`config.mk`:
```
export PLATFORM = sky130hd
export DESIGN_NAME = scalar_multiply_unit
export DESIGN_NICKNAME = d
export VERILOG_FILES = /design/src/rtl/scalar_multiply_unit_pkg.sv /design/src/rtl/scalar_mul_elem.sv /design/src/rtl/scalar_multiply_unit.sv
export SDC_FILE = /design/constraint.sdc
export NUM_CORES = 1
export LEC_CHECK = 0
export CAP_MARGIN = 20
export CORE_ASPECT_RATIO = 0.7
export CORE_MARGIN = 1
export CORE_UTILIZATION = 54
export CTS_BUF_LIST = sky130_fd_sc_hd__clkbuf_16
export DETAILED_ROUTE_END_ITERATION = 10
export PLACE_DENSITY = 0.91
export REMOVE_ABC_BUFFERS = 1
export SYNTH_ARGS = -nofsm -noshare
export SYNTH_HDL_FRONTEND = slang
export SYNTH_HIERARCHICAL = 1
export SYNTH_SLANG_ARGS = --single-unit
```
`constraint.sdc`:
```
create_clock -name clk -period 0.8 [get_ports clk]
set_clock_uncertainty 0.1 [all_clocks]
set_input_delay 0.16 -clock clk [delete_from_list [all_inputs] [get_ports clk]]
set_output_delay 0.16 -clock clk [all_outputs]
set_load 0.005 [all_outputs]
```
`src/rtl/scalar_multiply_unit_pkg.sv`:
```
// Shared constants for the matrix operation units: a flat row-major bus of
// up to 5x5 unsigned 8-bit elements, plus the element-offset helper.
package scalar_multiply_unit_pkg;

    localparam int MAX_DIM  = 5;
    localparam int ELEM_W   = 8;
    localparam int SCALAR_W = 4;
    localparam int MAT_W    = MAX_DIM * MAX_DIM * ELEM_W;
    localparam int DIM_W    = 3;
    localparam int PROD_W   = ELEM_W + SCALAR_W;

    // Bit offset of element (r,c) within the flat matrix bus.
    function automatic int idx(input int r, input int c);
        return (r * MAX_DIM + c) * ELEM_W;
    endfunction

endpackage

```
`src/rtl/scalar_mul_elem.sv`:
```
// One element lane: full-width product of element and scalar, truncated to
// the element width and forced to zero when the lane is disabled.
module scalar_mul_elem
    import scalar_multiply_unit_pkg::*;
(
    input  logic [ELEM_W-1:0]   elem,
    input  logic [SCALAR_W-1:0] scalar,
    input  logic                enable,
    output logic [ELEM_W-1:0]   product
);

    logic [PROD_W-1:0] full_product;

    // Operands widen to the 12-bit context, so no high bits are lost before truncation.
    assign full_product = elem * scalar;
    assign product      = enable ? full_product[ELEM_W-1:0] : '0;

endmodule

```
`src/rtl/scalar_multiply_unit.sv`:
```
// Multiplies every in-region element of an m x n matrix by a 4-bit scalar
// (modulo 256) and registers the result with a dimension-legality flag.
module scalar_multiply_unit
    import scalar_multiply_unit_pkg::*;
(
    input  logic                clk,
    input  logic                reset,
    input  logic [DIM_W-1:0]    m,
    input  logic [DIM_W-1:0]    n,
    input  logic [SCALAR_W-1:0] scalarValue,
    input  logic [MAT_W-1:0]    matrix_in,
    output logic [MAT_W-1:0]    matrix_out,
    output logic                valid
);

    logic             dims_ok;
    logic [MAT_W-1:0] result;

    assign dims_ok = (m >= DIM_W'(1)) && (m <= DIM_W'(MAX_DIM)) &&
                     (n >= DIM_W'(1)) && (n <= DIM_W'(MAX_DIM));

    for (genvar r = 0; r < MAX_DIM; r++) begin : g_row
        for (genvar c = 0; c < MAX_DIM; c++) begin : g_col
            logic enable;

            assign enable = dims_ok && (DIM_W'(r) < m) && (DIM_W'(c) < n);

            scalar_mul_elem u_elem (
                .elem    (matrix_in[idx(r, c) +: ELEM_W]),
                .scalar  (scalarValue),
                .enable  (enable),
                .product (result[idx(r, c) +: ELEM_W])
            );
        end
    end

    // NOTE: registered state uses non-blocking assignments so every flop samples pre-edge values.
    always_ff @(posedge clk or negedge reset) begin
        if (!reset) begin
            matrix_out <= '0;
            valid      <= 1'b0;
        end else begin
            matrix_out <= result;
            valid      <= dims_ok;
        end
    end

endmodule

```
==> impl_metrics.py, run 1 <==
metrics = {
    "status": {
        "status": "stopped before the end",
        "stop_stage": "global routing",
        "tool.error": "[ERROR GRT-0232] Routing congestion too high. Check the congestion heatmap in the GUI.",
    },
    "die": {
        "fp.dieH_microns": 169.3,
        "die_w_microns": 241.0,
        "io_pins": 413,
        "initial_utilization": 0.5551,
        "num_rows": 60,
    },
    "timing": {
        "grt-worst-endpoint": "matrix_out[183]$_DFF_PN0_/D",
        "worst_endpoint_kind": "sequential cell input",
    },
    "placement": {
        "placed_cells": 3471,
        "place.gp.congestion": 0.9759,
        "dp_hpwl_microns": 52490,
        "dpl_worst_slack_ns": -2.608,
        "numPortBuffers": 412,
        "post_dp_cell_area_sq_um": 29060,
    },
    "clock_tree": {
        "cts_sinks": 201,
        "cts_made_buffers": 25,
        "htree_levels": 1,
        "root_buffer": "clkbuf_16",
        "clock_path_buffers": 3,
    },
    "logic_synthesis": {
        "ys_ff_latch": 201,
        "syn_area_sq_um": 21590,
        "synth_cells": 2206,
        "yosysTopAreaCell": "dfrtp_1",
        "yosys.cell_types.count": 33,
        "yosys_warnings": 6,
        "yosys-top-cells-count": "and2_1 (382), inv_1 (313), nand2_1 (242), fa_1 (225), dfrtp_1 (201)",
        "ys.flop_type": "dfrtp_1",
        "synth.top_cell.area_share": 0.2330,
        "synth-seq-area-share": 0.2330,
        "avgSynthCellArea_sq_um": 9.785,
        "synthArstFlopShare": 1.000,
        "synth-edff-count": 0,
        "synth_top_cells_by_area": "dfrtp_1 (23%), fa_1 (21%), ha_1 (12%), and2_1 (11%), inv_1 (5.4%)",
        "synth_most_common_cell": "and2_1",
    },
    "grt": {
        "track_usage": 0.7796,
        "grt_max_degree": 42,
        "grt_overflow_total": 85,
    },
}
## timing repair
action | 4_1_cts
hold endpoints to repair | 220
cloned | 52
resized for setup | 1923
buffers inserted | 139
hold buffers | 5
pin swaps | 420
endpoints found under the setup margin | 402
## per-layer routing
metal / GRT overflow / global-route usage
met5: 2 / 0.4230
met4: 44 / 0.7840
met3: 10 / 0.6679
met2: 29 / 0.9309
met1: 0 / 0.7533
## cell families after synthesis
kind of cell / count (synthesis) / share of synthesized area
AND/OR/NAND/NOR: 852 / 0.2206
XOR/XNOR: 177 / 0.09715
flip-flops: 201 / 0.2330
AO/OA/AOI/OAI: 234 / 0.06909
buffers and inverters: 317 / 0.05559
adder cells (fa/ha/maj): 425 / 0.3246
## through the flow
stage / hold slack (ns) / TNS [ns]
detailed placement: -0.1220 / -427.21
floorplan: -0.2356 / -225.62
CTS: -0.09624 / -302.63
global placement: -0.1233 / -413.72
==> run 2: changes to the inputs <==
--- a/config.mk
+++ b/config.mk
@@ -6,12 +6,10 @@
 export NUM_CORES = 1
 export LEC_CHECK = 0
 export CAP_MARGIN = 20
-export CORE_ASPECT_RATIO = 0.7
 export CORE_MARGIN = 1
-export CORE_UTILIZATION = 54
-export CTS_BUF_LIST = sky130_fd_sc_hd__clkbuf_16
+export CORE_UTILIZATION = 40
 export DETAILED_ROUTE_END_ITERATION = 10
-export PLACE_DENSITY = 0.91
+export PLACE_DENSITY_LB_ADDON = 0.15
 export REMOVE_ABC_BUFFERS = 1
 export SYNTH_ARGS = -nofsm -noshare
 export SYNTH_HDL_FRONTEND = slang
==> impl_metrics.py, run 2 <==
metrics = {
    "logic_synthesis": {
        "synthMuxAreaShare": 0,
        "synth.top_cell.area_share": 0.2330,
        "synth_cells": 2206,
        "synth-edff-count": 0,
        "synth_most_common_cell": "and2_1",
        "synth_simple_gate_area_frac": 0.2206,
        "synthArstFlopShare": 1.000,
        "avgSynthCellArea_sq_um": 9.785,
        "synth-seq-area-share": 0.2330,
        "syn_area_sq_um": 21590,
        "synth_top_family_by_area": "adder cells",
        "synthAdderAreaFrac": 0.3246,
        "ys_ff_latch": 201,
        "yosys_warnings": 6,
        "ys.flop_type": "dfrtp_1",
        "synth-compound-area-share": 0.06909,
        "yosys-top-cells-count": "and2_1 (382), inv_1 (313), nand2_1 (242), fa_1 (225), dfrtp_1 (201)",
        "synth_xor_xnor_area_share": 0.09715,
        "yosys.cell_types.count": 33,
        "yosysTopAreaCell": "dfrtp_1",
        "synth_top_cells_by_area": "dfrtp_1 (23%), fa_1 (21%), ha_1 (12%), and2_1 (11%), inv_1 (5.4%)",
    },
    "clock_tree": {
        "htree_levels": 1,
        "clock_path_buffers": 3,
        "root_buffer": "clkbuf_16",
        "cts_tree": "built",
        "clkSlewWorstSetupHoldPaths_ns": 0.06,
        "cts_sinks": 201,
        "cts_made_buffers": 27,
    },
    "hold_path": {
        "hold_end": "matrix_out[104]",
        "hold_class": "in2reg",
        "min-delay-start": "scalarValue[0]",
        "hold_path_depth": 2,
    },
    "drt": {
        "drt-wirelength-per-cell_microns": 20.59,
        "via_count": 19420,
        "ant_nets": 0,
        "firstDrtPassIters": 5,
        "via_per_inst": 4.979,
        "drcViolationCount": 0,
        "drt_first_iter_violations": 780,
        "totalWireLength_microns": 80290,
    },
    "status": {
        "status": "complete, but fails checks",
        "violations": "negative hold slack, negative setup slack",
    },
    "die": {
        "core_area_sq_um": 52970,
        "die_w_microns": 234.3,
        "fp.dieH_microns": 234.3,
        "io_pins": 413,
        "dieArea_sq_um": 54900,
        "initial_utilization": 0.4075,
        "num_rows": 84,
    },
    "worst_setup_path": {
        "endpoint_kind": "flip-flop",
        "critical_path_arrival_ns": 2.87,
        "crit_chain": "buf_16, buf_16, buf_6, and2_4, fa_1, inv_2, fa_1, inv_2, ha_4, o21ai_4, o21bai_1, a21oi_2, xnor2_1, and2_1",
        "required_ns": 1.21,
        "worstSetupPathType": "in2reg",
        "worstPathMaxFanout": 7,
        "max_stage_delay_ns": 0.54,
        "critPathLaunchType": "input port",
        "critPathSlowestCell": "fa_1",
    },
    "timing": {
        "layout_min_cycle_time_ns": 2.453,
        "hold_viol": 13,
        "setup_viol_count_final": 386,
        "clock.fmax_ghz": 0.4077,
        "period_share": 3.066,
        "slew_headroom": 0.7100,
        "grt_setup_unrepaired": "yes",
        "worst-slew-pin-transition_ns": 0.4336,
        "setup_slack_ns": -1.653,
        "slew_violations": 0,
        "holdWs_ns": -0.1405,
    },
    "cells_and_area": {
        "post-route-util": 0.6819,
        "top_register": "matrix_out",
        "fin_nets": 3817,
        "multi_input_area_sq_um": 19070,
        "largest_reg_flops": 200,
        "syn_to_final_growth_pct": 67.35,
        "fill_cells": 3984,
        "layout_commonest_cell": "buf_4",
        "reg_top3": "matrix_out (200), valid (1)",
        "layout_common_cells": "buf_4 (286), and2_1 (248), inv_1 (214), clkbuf_2 (214), dfrtp_1 (201)",
        "ff_latch_area_sq_um": 5030,
        "final_layout_size_suffix_gt1_frac": 0.5044,
    },
    "pwr": {
        "p_leak_nw": 17.87,
        "p_per_area_nw_per_um2": 1466,
        "vdd_ir_drop_max_mv": 1.708,
    },
    "grt": {
        "grt_overflow_total": 0,
        "grt_pass1_vias": 20301,
        "grt_pass1_wl_microns": 110400,
        "antenna_found_initial": 19,
        "grt_max_degree": 41,
        "track_usage": 0.2639,
    },
    "placement": {
        "place.gp.congestion": 0.8989,
        "dp_hpwl_microns": 50630,
        "numPortBuffers": 412,
    },
    "flow_run": {
        "cap_violations": 0,
    },
}
run 2: kinds of logic after synthesis:
family	count (synthesis)
xor+xnor	177
compound gates	234
buf+inv	317
flops	201
simple gates	852
fa+ha+maj	425
run 2: layer usage:
layer  track usage  part of all wire  vias up
met5             0           0.00091        -
met4        0.1099             0.043       12
met3       0.05265             0.061      200
met2        0.4563              0.51      594
met1        0.3192              0.39     9710
li1              -                 -     8904
run 2: metrics by stage:
| step | setup TNS (ns) | cell area (sq um) | instances | total power, mW | worst slack [ns] |
|---|---|---|---|---|---|
| finish | -291.10 | 36120 | 3900 | 52.96 | -1.653 |
| global route | -303.99 | 36120 | 3897 | 56.19 | -1.750 |
| CTS | -394.18 | 32890 | 3779 | 48.50 | -1.633 |
| detailed placement | -426.58 | 29390 | 3651 | 31.26 | -2.562 |
| global placement | -421.26 | 29390 | 3651 | 30.68 | -2.506 |
| floorplan | -225.62 | 21560 | 2202 | 22.48 | -1.839 |
run 2: timing repair:
action,4_1_cts,5_1_grt
hold endpoints to repair,219,22
gates cloned,21,18
setup endpoints to repair,402,402
resized for setup,503,1231
hold buffers,15,6
setup buffers,44,112
pin swaps,186,432
run 2: how the worst max path moves through the flow:
stage                     slack, ns      startpoint               to
after floorplan               -1.84   matrix_in[57]   matrix_out[63]
after global placement        -2.51  matrix_in[120]  matrix_out[127]
after detailed placement      -2.56  matrix_in[120]  matrix_out[127]
after CTS                     -1.63  scalarValue[2]   matrix_out[71]
after global routing          -1.75   matrix_in[18]   matrix_out[23]
final                         -1.65  scalarValue[3]   matrix_out[23]
run 2: worst max-delay path: cells and delay by family:
kind,cells,cell delay [ns]
buffers and inverters,5,0.51
AOI/OAI and AO/OA,3,0.33
and+or+nand+nor,2,0.32
adders and majority gates,3,1.33
xor gates and xnor gates,1,0.20
run 2: area by class of cell:
| class | instances | area share |
|---|---|---|
| inverters | 313 | 0.03252 |
| flip-flops and latches | 201 | 0.1392 |
| repair buffers | 949 | 0.2480 |
| clock inverters | 16 | 0.006962 |
| multi-input cells | 1688 | 0.5279 |
| clock buffers | 33 | 0.02071 |
| diodes | 12 | 0.0008313 |
| well taps | 688 | 0.02383 |
run 2: where the power goes:
part           leakage (nW)  switching [mW]  internal (mW)
sequential             2.76           0.293           10.8
clock                 0.492            5.12           8.56
combinational          14.6            12.9           15.3
total                  17.9            18.3           34.7
Power figures use the tool's default switching activity.
==> run 3: changes to the inputs <==
--- a/config.mk
+++ b/config.mk
@@ -10,6 +10,7 @@
 export CORE_UTILIZATION = 40
 export DETAILED_ROUTE_END_ITERATION = 10
 export PLACE_DENSITY_LB_ADDON = 0.15
+export RECOVER_POWER = 100
 export REMOVE_ABC_BUFFERS = 1
 export SYNTH_ARGS = -nofsm -noshare
 export SYNTH_HDL_FRONTEND = slang
==> impl_metrics.py, run 3 (synthesis gave the netlist of run 2 again) <==
metrics = {
    "timing": {
        "period_share": 3.072,
        "slew_headroom": 0.6727,
        "holdWs_ns": -0.1381,
        "grt_setup_unrepaired": "yes",
        "setup_viol_count_final": 437,
        "setup_slack_ns": -1.658,
        "slew_violations": 0,
        "worst-slew-pin-transition_ns": 0.4910,
        "clock.fmax_ghz": 0.4069,
        "hold_viol": 6,
        "layout_min_cycle_time_ns": 2.458,
    },
    "worst_setup_path": {
        "required_ns": 1.21,
        "critPathTopFamily": "adder cells",
        "critical_path_arrival_ns": 2.87,
        "critPathSlowestCell": "fa_1",
        "crit_start": "scalarValue[3]",
        "cp_num_buf_inv": 5,
        "endpoint_kind": "flip-flop",
        "crit_chain": "buf_16, buf_16, buf_6, and2_4, fa_1, inv_2, fa_1, inv_2, ha_4, o21ai_4, o21bai_1, a21oi_2, xnor2_1, and2_1",
        "max_stage_delay_ns": 0.54,
        "worstSetupPathType": "in2reg",
        "worstPathMaxFanout": 7,
        "critPathLaunchType": "input port",
    },
    "pwr": {
        "p_leak_nw": 17.85,
        "power_mw": 52.95,
        "p_per_area_nw_per_um2": 1467,
        "vdd_ir_drop_max_mv": 1.716,
    },
    "drt": {
        "ant_nets": 0,
        "via_count": 19434,
        "drt-wirelength-per-cell_microns": 20.62,
        "drt_first_iter_violations": 753,
        "firstDrtPassIters": 5,
        "via_per_inst": 4.983,
        "totalWireLength_microns": 80400,
        "drcViolationCount": 0,
    },
    "die": {
        "initial_utilization": 0.4075,
        "num_rows": 84,
        "core_area_sq_um": 52970,
        "io_pins": 413,
        "die_w_microns": 234.3,
        "dieArea_sq_um": 54900,
        "fp.dieH_microns": 234.3,
    },
    "clock_tree": {
        "root_buffer": "clkbuf_16",
        "clkSlewWorstSetupHoldPaths_ns": 0.06,
        "htree_levels": 1,
        "cts_sinks": 201,
        "cts_tree": "built",
        "clock_path_buffers": 3,
        "cts_made_buffers": 27,
    },
    "cells_and_area": {
        "final_area_sq_um": 36090,
        "fin_nets": 3817,
        "reg_top3": "matrix_out (200), valid (1)",
        "layout_common_cells": "buf_4 (285), and2_1 (247), clkbuf_2 (215)",
        "layout_commonest_cell": "buf_4",
        "syn_to_final_growth_pct": 67.18,
        "final_layout_size_suffix_gt1_frac": 0.5044,
        "top_register": "matrix_out",
        "largest_reg_flops": 200,
        "post-route-util": 0.6812,
        "fill_cells": 3994,
    },
    "grt": {
        "grt_max_degree": 41,
        "grt_overflow_total": 0,
        "antenna_found_initial": 19,
        "track_usage": 0.2639,
        "grt_pass1_wl_microns": 110400,
        "grt_pass1_vias": 20301,
    },
    "placement": {
        "dpl_worst_slack_ns": -2.562,
        "post_dp_cell_area_sq_um": 29390,
        "numPortBuffers": 412,
        "dp_hpwl_microns": 50630,
        "place.gp.congestion": 0.8989,
    },
    "hold_path": {
        "hold_class": "in2reg",
        "min-delay-start": "scalarValue[0]",
    },
    "flow_run": {
        "cap_violations": 0,
    },
    "status": {
        "violations": "negative hold slack, negative setup slack",
        "status": "complete, but fails checks",
    },
}
## run 3: path summary, 6_finish.rpt
path | endpoint | cells after the start
min | matrix_out[104] | 2
max | matrix_out[23] | 14
min in group asynchronous | matrix_out[144] | 2
max in group asynchronous | matrix_out[54] | 3
## run 3: area by class of cell
type	count	area, sq um	area share
Tap cell	688	860.8	0.02385
Timing Repair Buffer	949	8930	0.2475
Multi-Input combinational cell	1688	19060	0.5282
Clock buffer	33	748.2	0.02073
Inverter	313	1175	0.03256
Clock inverter	16	251.5	0.006969
Sequential cell	201	5030	0.1394
Antenna cell	12	30.03	0.0008321
## run 3: metal layers
metal,global-route usage,wire length (microns),part of all wire
met5,0,73,0.00091
met2,0.4563,40880,0.51
met4,0.1099,3369,0.042
met3,0.05265,4785,0.060
met1,0.3192,31300,0.39
## run 3: where the power goes
| group | switching [mW] | total [mW] | internal, mW |
|---|---|---|---|
| Sequential | 0.297 | 11.1 | 10.8 |
| Combinational | 12.9 | 28.1 | 15.3 |
| Clock | 5.13 | 13.7 | 8.56 |
| Total | 18.3 | 52.9 | 34.7 |
## run 3: metrics by stage
step,cells,TNS (ns)
floorplan,2202,-225.62
global route,3897,-313.48
detailed placement,3651,-426.58
CTS,3779,-394.18
finish,3900,-292.09
global placement,3651,-421.26
## run 3: what timing repair did
item                       4_1_cts  5_1_grt
setup endpoints to repair      402      402
pin swaps                      186      432
hold buffers                    15        6
buffers inserted                44      112
gates resized for setup        503     1231
cloned                          21       18
hold endpoints to repair       219       22
==> run 4: changes to the inputs <==
--- a/config.mk
+++ b/config.mk
@@ -12,6 +12,7 @@
 export PLACE_DENSITY_LB_ADDON = 0.15
 export RECOVER_POWER = 100
 export REMOVE_ABC_BUFFERS = 1
+export SETUP_SLACK_MARGIN = 0.4
 export SYNTH_ARGS = -nofsm -noshare
 export SYNTH_HDL_FRONTEND = slang
 export SYNTH_HIERARCHICAL = 1
==> impl_metrics.py, run 4 (synthesis gave the netlist of run 2 again) <==
metrics = {
    "timing": {
        "period_share": 3.119,
        "setup_viol_count_final": 383,
        "hold_viol": 23,
        "layout_min_cycle_time_ns": 2.496,
        "slew_headroom": 0.5157,
        "holdWs_ns": -0.4554,
        "finalSetupTns_ns": -303.28,
        "clock.fmax_ghz": 0.4007,
        "grt_setup_unrepaired": "yes",
        "worst-slew-pin-transition_ns": 0.7265,
        "slew_violations": 0,
        "setup_slack_ns": -1.696,
    },
    "status": {
        "violations": "negative hold slack, negative setup slack",
        "status": "complete, but fails checks",
    },
    "pwr": {
        "p_sw_mw": 18.37,
        "vdd_ir_drop_max_mv": 1.730,
        "power_frac_comb": 0.537,
        "p_per_area_nw_per_um2": 1455,
        "seq_power_share": 0.208,
        "pwr-share-clk": 0.256,
        "p_leak_nw": 18.31,
        "p_int_mw": 35.15,
        "swShare": 0.3432,
    },
    "cells_and_area": {
        "top_register": "matrix_out",
        "layout_common_cells": "buf_4 (300), and2_1 (256), inv_1 (214)",
        "final_area_sq_um": 36780,
        "syn_to_final_growth_pct": 70.40,
        "fill_cells": 3894,
        "reg_top3": "matrix_out (200), valid (1)",
        "final_layout_size_suffix_gt1_frac": 0.5097,
        "largest_reg_flops": 200,
        "fin_nets": 3858,
        "layout_commonest_cell": "buf_4",
    },
    "placement": {
        "place.gp.congestion": 0.8989,
        "numPortBuffers": 412,
        "post_dp_cell_area_sq_um": 29390,
        "dp_hpwl_microns": 50630,
    },
    "grt": {
        "grt_pass1_vias": 21507,
        "grt_pass1_wl_microns": 120600,
        "grt_overflow_total": 0,
        "antenna_found_initial": 14,
        "grt_max_degree": 41,
        "track_usage": 0.2892,
    },
    "clock_tree": {
        "cts_made_buffers": 27,
        "cts_sinks": 201,
        "clkSlewWorstSetupHoldPaths_ns": 0.06,
        "cts_tree": "built",
        "clock_path_buffers": 3,
        "htree_levels": 1,
        "root_buffer": "clkbuf_16",
    },
    "worst_setup_path": {
        "required_ns": 1.15,
        "worstPathMaxFanout": 7,
        "critPathTopFamily": "adder cells",
        "critPathLaunchType": "input port",
        "max_stage_delay_ns": 0.57,
        "critPathSlowestCell": "fa_2",
        "endpoint_kind": "flip-flop",
        "crit_chain": "buf_16, buf_12, buf_16, buf_12, nand2_4, fa_1, inv_2, fa_2, ha_4, a211oi_4, o21bai_1, a21oi_2, xnor2_1, and2_1",
        "cp_num_buf_inv": 5,
        "worstSetupPathType": "in2reg",
        "critical_path_arrival_ns": 2.84,
    },
    "drt": {
        "via_count": 19522,
        "drt-wirelength-per-cell_microns": 20.48,
        "totalWireLength_microns": 80710,
        "via_per_inst": 4.954,
        "drcViolationCount": 0,
        "firstDrtPassIters": 7,
        "ant_nets": 0,
        "drt_first_iter_violations": 887,
    },
    "flow_run": {
        "cap_violations": 0,
    },
    "die": {
        "dieArea_sq_um": 54900,
        "initial_utilization": 0.4075,
        "die_w_microns": 234.3,
        "core_area_sq_um": 52970,
        "io_pins": 413,
        "num_rows": 84,
        "fp.dieH_microns": 234.3,
    },
    "hold_path": {
        "hold_class": "in2async",
    },
}
[run 4: changes by cell type in the layout (fill, tap and decap cells not counted), sizes merged, moves of 7 or more]
cell	change
dlygate4sd3	-21
dlymetal6s2s	-7
buf	+263
dlygate4sd2	+19
clkdlybuf4s15	+7
clkbuf	-224
[run 4: worst max-delay path by stage]
stage | startpoint | endpoint | slack, ns | cells past startpoint
after floorplan | matrix_in[57] | matrix_out[63] | -1.84 | 11
after detailed placement | matrix_in[120] | matrix_out[127] | -2.56 | 11
after global placement | matrix_in[120] | matrix_out[127] | -2.51 | 11
after global routing | scalarValue[2] | matrix_out[79] | -1.77 | 14
after CTS | scalarValue[2] | matrix_out[135] | -1.62 | 15
final | scalarValue[2] | matrix_out[79] | -1.70 | 14
[run 4: layer usage]
layer / GRT usage / share of wire / up-vias
met5: 0 / 0.00033 / -
met4: 0.09637 / 0.037 / 4
met3: 0.04925 / 0.054 / 161
met2: 0.5155 / 0.51 / 520
met1: 0.3516 / 0.40 / 9852
li1: - / - / 8985
[run 4: timing repair]
action / in CTS / in global routing
setup buffers: 139 / 56
cloned: 34 / 0
setup endpoints to repair: 402 / 402
endpoints found under the hold margin: 220 / 217
gates resized for setup: 1879 / 265
pin swaps: 369 / 318
[run 4: area by class of cell]
type / instances / area (sq um) / area share
Antenna cell: 12 / 30.03 / 0.0008164
Clock buffer: 33 / 748.2 / 0.02034
Clock inverter: 16 / 251.5 / 0.006837
Inverter: 313 / 1175 / 0.03194
Multi-Input combinational cell: 1688 / 19110 / 0.5196
Sequential cell: 201 / 5030 / 0.1367
Tap cell: 688 / 860.8 / 0.02340
Timing Repair Buffer: 990 / 9577 / 0.2604
[run 4: metrics by stage]
step	hold slack [ns]	util	setup WS (ns)	std cells	power [mW]
finish	-0.4554	0.6944	-1.696	3941	53.53
CTS	-0.6666	0.6690	-1.619	3873	51.00
global placement	-0.06409	0.5549	-2.506	3651	30.68
floorplan	-0.2356	-	-1.839	2202	22.48
global route	-0.4516	0.6941	-1.771	3935	56.79
detailed placement	-0.06505	0.5549	-2.562	3651	31.26
[run 4: power by group through the flow]
stage	clock network (mW)	registers (mW)	logic [mW]
2_1_floorplan	0	11.3	11.2
3_5_place_dp	0	11.3	20.0
5_1_grt	14.4	11.2	31.2
6_report	13.7	11.1	28.7
3_3_place_gp	0	11.3	19.4
4_1_cts	14.0	11.1	25.9
==> RTL edit 1: new RTL, flow settings as in run 2 <==
`ELEM_W`: 8 -> 7.
--- a/src/rtl/scalar_multiply_unit_pkg.sv
+++ b/src/rtl/scalar_multiply_unit_pkg.sv
@@ -3,7 +3,7 @@
 package scalar_multiply_unit_pkg;
 
     localparam int MAX_DIM  = 5;
-    localparam int ELEM_W   = 8;
+    localparam int ELEM_W   = 7;
     localparam int SCALAR_W = 4;
     localparam int MAT_W    = MAX_DIM * MAX_DIM * ELEM_W;
     localparam int DIM_W    = 3;
Ports: changed (resized matrix_in and matrix_out); port bits go from 413 to 363. The function was not compared with the original's and may differ.
==> RTL edit 1 against run 2 <==
- the flow still finishes with violations (negative hold slack, negative setup slack)
- highest routed layer unchanged
- sequential cell count down 25
- largest power group unchanged
- total power decreased by 24%
- setup slack got worse by 0.043 ns
- synthesized area decreased by 18%
- routed wire length down 24%
- final area shrank 19%
- first-iteration DRC count is 19% lower
==> RTL edit 1: results (changes against run 2) <==
==================================================================================================
Total chip power                                                                          40.13 mW   -24%
Initial drt markers                                                                            630   -19%
DP Area                                                                                24490 sq um   -17%
Final hold violation count                                                                       9   -4
Average footprint of a synthesized cell                                                10.64 sq um   +8.7%
Dominant synthesized flop cell                                                        sky130_fd_sc_hd__dfrtp_1
Critical path's top delay family                                                       adder cells
Cell at the root of the clock tree                                                    sky130_fd_sc_hd__clkbuf_16
Delay contributed by the slowest stage of the critical path                                0.50 ns   -0.04 ns
Library cell contributing the largest single delay on the critical path               sky130_fd_sc_hd__fa_1
Largest registers                                                                     matrix_out x175, valid x1
Number of distinct library cells after synthesis                                                32   -3.0%
Total of hold buffers inserted after clock tree synthesis                                        2   -13
Met3 layer usage reported by global route                                                   6.854%   +1.6 points
Total Routed Length                                                                   61120 microns   -24%
Run status                                                                            finished, violations left
Fin worst setup slack                                                                    -1.696 ns   -0.04274 ns
Net Sw Frac                                                                                 32.84%   -1.7 points
Clock transition time at the flip-flop clock pins of the worst setup and hold paths        0.07 ns
Proportion of synthesized flip-flops having asynchronous set or reset                       100.0%   unchanged
Portion of the post-synthesis area used by sequential elements                              24.84%   +1.5 points
Proportion of layout cells with a drive suffix above 1                                      53.00%   +2.6 points
Final setup violation count                                                                    341   -12%
Number of gates resized after CTS                                                             1416   +180%
Highest ir drop seen on vdd                                                               1.575 mV   -7.8%
DR pass1 iterations                                                                              5   unchanged
Antenna violations before repair                                                                14   -5
Clock H-tree levels                                                                              4   +3
Pin count of the biggest net entering global routing                                            25   -39%
GRT Resource Usage Total                                                                    27.16%   +0.77 points
Routability-driven placement congestion ratio                                               0.8355   -7.1%
Total CTS buffers                                                                               17   -37%
Synth area leaders                                                                    sky130_fd_sc_hd__dfrtp_1 25%, sky130_fd_sc_hd__fa_1 20%, sky130_fd_sc_hd__ha_1 12%
Number of buffers on the longest clock path                                                      2   -1
Vias per cell                                                                                4.843   -2.7%
Post-Place Cells                                                                              2898   -21%
Top cells by instance count after synthesis                                           297 x sky130_fd_sc_hd__and2_1, 239 x sky130_fd_sc_hd__nand2_1, 176 x sky130_fd_sc_hd__dfrtp_1
Global routing met1 resource utilization                                                    33.73%   +1.8 points
Port Buf Inserts                                                                               362   -12%
Total setup buffers inserted after CTS                                                          93   +110%
Max Fanout on Critical Path                                                                      6   -1
First-pass GRT wire length                                                            90510 microns   -18%
Non-Filler Instances                                                                          3078   -21%
Hold WS                                                                                -0.05321 ns   +0.08729 ns
Static leakage                                                                            15.15 nW   -15%
Via count of the first global-routing pass                                                   16240   -20%
Placed wire-length estimate                                                           40130 microns   -21%
Met2 track utilization from global routing                                                  45.02%   -0.61 points
Worst setup timing slack at the placement stage                                          -2.720 ns   -0.1582 ns
Endpoint arrival time on the critical path                                                 2.83 ns   -0.04 ns
Tightest slew margin relative to the limit                                                  80.93%   +9.9 points
Syn. warnings                                                                                    6   unchanged
Final Max Slew Viols                                                                             0   unchanged
Violated checks                                                                       negative hold slack, negative setup slack
NumNets Final                                                                                 3009   -21%
==================================================================================================
[RTL edit 1: routing by layer]
metal  wire [microns]  vias up
met5               61        -
met4             1790       10
met2            30480      383
met1            25330     7494
met3             3455      103
li1                 -     6916
[RTL edit 1: path summary, 6_finish.rpt]
kind                           startpoint         endpoint  cells after the start
max                        scalarValue[2]  matrix_out[153]                     13
min                                  m[1]            valid                      3
max in group asynchronous           reset    matrix_out[2]                      3
min in group asynchronous           reset   matrix_out[25]                      2
[RTL edit 1: through the flow]
stage               setup TNS [ns]  hold WS (ns)
global route               -254.19      -0.05482
finish                     -242.28      -0.05321
floorplan                  -184.86       -0.2356
global placement           -361.04      -0.08936
CTS                        -242.21      -0.09345
detailed placement         -363.38      -0.09138
[RTL edit 1: power by group through the flow]
stage          registers, mW  clock network, mW  logic, mW
2_1_floorplan           9.85                  0       8.75
3_3_place_gp            9.86                  0       15.5
4_1_cts                 9.69               9.82       19.3
3_5_place_dp            9.85                  0       15.8
6_report                9.69               9.51       20.9
5_1_grt                 9.72               10.1       22.8
[RTL edit 1: area by class of cell]
class	instances	area (sq um)
multi-input cells	1344	15600
fillers	3308	13930
repair buffers	790	7491
flip-flops and latches	176	4404
well taps	585	732.0
inverters	143	536.8
clock buffers	20	466.7
clock inverters	12	178.9
diodes	8	20.02
[RTL edit 1: cell families (layout without fill, tap and decap cells)]
logic type,Yosys count,in the layout,share of synthesized area [%]
other cells,0,8,0
compound gates,106,106,4.332
flops,176,176,24.84
buf+inv,147,965,3.168
fa+ha+maj,350,350,32.10
xor+xnor,149,149,12.30
simple gates,739,739,23.26
[RTL edit 1: tightest hold or removal path: stages]
cell                     delay [ns]
sky130_fd_sc_hd__buf_6         0.09
sky130_fd_sc_hd__and2_4        0.19
sky130_fd_sc_hd__nor4_1        0.07
==> RTL edit 2: new RTL, config.mk and constraints of run 2 <==
Made on the original files. Register the output `matrix_out` once more, cleared by the reset; this adds one clock of latency there. The other outputs are not delayed to match.
--- a/src/rtl/scalar_multiply_unit.sv
+++ b/src/rtl/scalar_multiply_unit.sv
@@ -12,6 +12,8 @@
     output logic [MAT_W-1:0]    matrix_out,
     output logic                valid
 );
+
+    logic [MAT_W-1:0] matrix_s0;
 
     logic             dims_ok;
     logic [MAT_W-1:0] result;
@@ -37,11 +39,19 @@
     // NOTE: registered state uses non-blocking assignments so every flop samples pre-edge values.
     always_ff @(posedge clk or negedge reset) begin
         if (!reset) begin
-            matrix_out <= '0;
+            matrix_s0 <= '0;
             valid      <= 1'b0;
         end else begin
-            matrix_out <= result;
+            matrix_s0 <= result;
             valid      <= dims_ok;
+        end
+    end
+
+    always_ff @(posedge clk or negedge reset) begin
+        if (!reset) begin
+            matrix_out <= '0;
+        end else begin
+            matrix_out <= matrix_s0;
         end
     end
 
Behaviour: not the same (a bounded check fails within 4 cycles, from zero or initial values and one cycle with reset low).
==> RTL edit 2 against run 2 <==
- the flow still finishes with violations (negative hold slack, negative setup slack)
- synthesized cell count grew 9.1%
- setup slack got worse by 0.013 ns
- cell count increased by 12%
- synthesized area rose by 23%
- total power rose by 38%
- sequential cell count increased by 200
- routed wire length grew 15%
- via count increased by 9.7%
- worst hold slack worse by 0.030 ns
- final area increased by 19%
- largest power group unchanged
- highest routed layer unchanged
==> RTL edit 2: results (changes against run 2) <==
======================================================================================
Final TNS setup                                                             -301.35 ns   -10.25 ns
Largest registers                                                         matrix_out x200, matrix_s0 x200, valid x1
Gate count after technology mapping                                               2406   +9.1%
Final setup violation count                                                        373   -3.4%
Run status                                                                finished, violations left
Clock H-tree levels                                                                  2   +1
Top cells by instance count after synthesis                               401 x sky130_fd_sc_hd__dfrtp_1, 383 x sky130_fd_sc_hd__and2_1, 313 x sky130_fd_sc_hd__inv_1
DR pass1 iterations                                                                  5   unchanged
Number of distinct library cells after synthesis                                    33   unchanged
Vias                                                                             21310   +9.7%
Library cell contributing the largest single delay on the critical path   sky130_fd_sc_hd__fa_2
GRT Resource Usage Total                                                        26.94%   +0.55 points
Syn. warnings                                                                        6   unchanged
Post-Place Cells                                                                  4048   +11%
Fill cell total of the finished layout                                            4917   +23%
Final hold violation count                                                          10   -3
Number of buffers on the longest clock path                                          3   unchanged
Portion of the post-synthesis area used by sequential elements                  37.73%   +14 points
First-pass GRT wire length                                                135000 microns   +22%
Proportion of layout cells with a drive suffix above 1                          48.85%   -1.6 points
Non-Filler Instances                                                              4366   +12%
Class of the tightest hold or removal check                               input port to register
Hold WS                                                                     -0.1709 ns   -0.03038 ns
Endpoint arrival time on the critical path                                     2.85 ns   -0.02 ns
Critical path's top delay family                                           adder cells
Port Buf Inserts                                                                   412   unchanged
Total CTS buffers                                                                   47   +74%
Cell at the root of the clock tree                                        sky130_fd_sc_hd__clkbuf_16
Proportion of synthesized flip-flops having asynchronous set or reset           100.0%   unchanged
Synth area leaders                                                        sky130_fd_sc_hd__dfrtp_1 38%, sky130_fd_sc_hd__fa_1 17%, sky130_fd_sc_hd__ha_1 9.4%
NumNets Final                                                                     4090   +7.2%
Total Routed Length                                                       91980 microns   +15%
Violated checks                                                           negative hold slack, negative setup slack
Source-to-sink clock delay at the later pin of the worst-skew pair             0.60 ns
Pin count of the biggest net entering global routing                                41   unchanged
Transition time at the pin with the least slew margin                        0.3790 ns   -0.05459 ns
Max Fanout on Critical Path                                                          7   unchanged
Fin worst setup slack                                                        -1.666 ns   -0.01326 ns
Routability-driven placement congestion ratio                                   0.8467   -5.8%
Via count of the first global-routing pass                                       23320   +15%
Worst setup timing slack at the placement stage                              -2.534 ns   +0.02774 ns
Initial drt markers                                                               1064   +36%
Placed wire-length estimate                                               54370 microns   +7.4%
Antenna violations before repair                                                    28   +9
Switching component of the power                                              23.07 mW   +26%
Highest ir drop seen on vdd                                                   1.899 mV   +11%
Static leakage                                                                21.52 nW   +20%
Dominant synthesized flop cell                                            sky130_fd_sc_hd__dfrtp_1
Delay contributed by the slowest stage of the critical path                    0.59 ns   +0.05 ns
======================================================================================
-- RTL edit 2: final timing paths --
kind	from	end	slack, ns	cells past startpoint
worst max-delay path	scalarValue[2]	matrix_s0[79]	-1.67	13
worst min-delay path	m[2]	valid	-0.17	3
worst max register to register	matrix_s0[79]	matrix_out[79]	0.18	0
worst min register to register	matrix_s0[165]	matrix_out[165]	0.23	0
max in group asynchronous	reset	matrix_out[178]	0.14	4
min in group asynchronous	reset	valid	0	3
-- RTL edit 2: power groups by stage --
stage | logic (mW) | clock network [mW] | registers (mW)
finish | 29.1 | 22.0 | 22.1
global route | 31.6 | 23.3 | 22.2
CTS | 26.0 | 22.5 | 22.1
detailed placement | 20.4 | 0 | 22.5
global placement | 19.8 | 0 | 22.4
floorplan | 11.2 | 0 | 22.4
-- RTL edit 2: area by class of cell --
cell class	instances	share of cell area (%)
diodes	10	0.05839
clock buffers	58	3.054
inverters	313	2.742
clock inverters	30	0.6978
flip-flops and latches	401	23.42
repair buffers	1002	22.73
multi-input cells	1688	44.78
well taps	864	2.523
-- RTL edit 2: kinds of logic (layout without fill, tap and decap cells) --
group / after synthesis / count (layout) / share of synthesized area [%]
other: 0 / 10 / 0
xor gates and xnor gates: 177 / 177 / 7.912
buffers and inverters: 317 / 1403 / 4.511
DFF: 401 / 401 / 37.73
adders and majority gates: 425 / 425 / 26.34
and+or+nand+nor: 852 / 852 / 17.90
AOI/OAI and AO/OA: 234 / 234 / 5.607
-- RTL edit 2: routing by layer --
metal  wire [microns]  track usage [%]  part of all wire, %  vias to the layer above
li1                 -                -                    -                     9693
met1            36730            32.66                   40                    10830
met2            46330            45.74                   50                      555
met3             5388            6.452                  5.9                      207
met4             3335            11.23                  3.6                       30
met5              202                0                 0.22                        -
-- RTL edit 2: repair_timing --
action                                 4_1_cts  5_1_grt
hold buffers                                15        2
gates resized for setup                   1719      443
gates cloned                                40        3
setup buffers                              102       89
pin swaps                                  349      385
endpoints found under the hold margin      426       14
setup endpoints to repair                  402      394
-- RTL edit 2: worst min-delay path, delay by kind of cell --
| family | cells | cell delay, ns |
|---|---|---|
| and+or+nand+nor | 2 | 0.23 |
| buffers and inverters | 1 | 0.09 |
-- RTL edit 2: through the flow --
step	hold slack, ns	area, sq um	power, mW
after floorplan	-0.2356	26570	33.57
after global placement	0.01801	34860	42.24
after detailed placement	0.01484	34860	42.82
after CTS	-0.2099	40990	70.56
after global routing	-0.1849	42850	77.10
final	-0.1709	42850	73.23
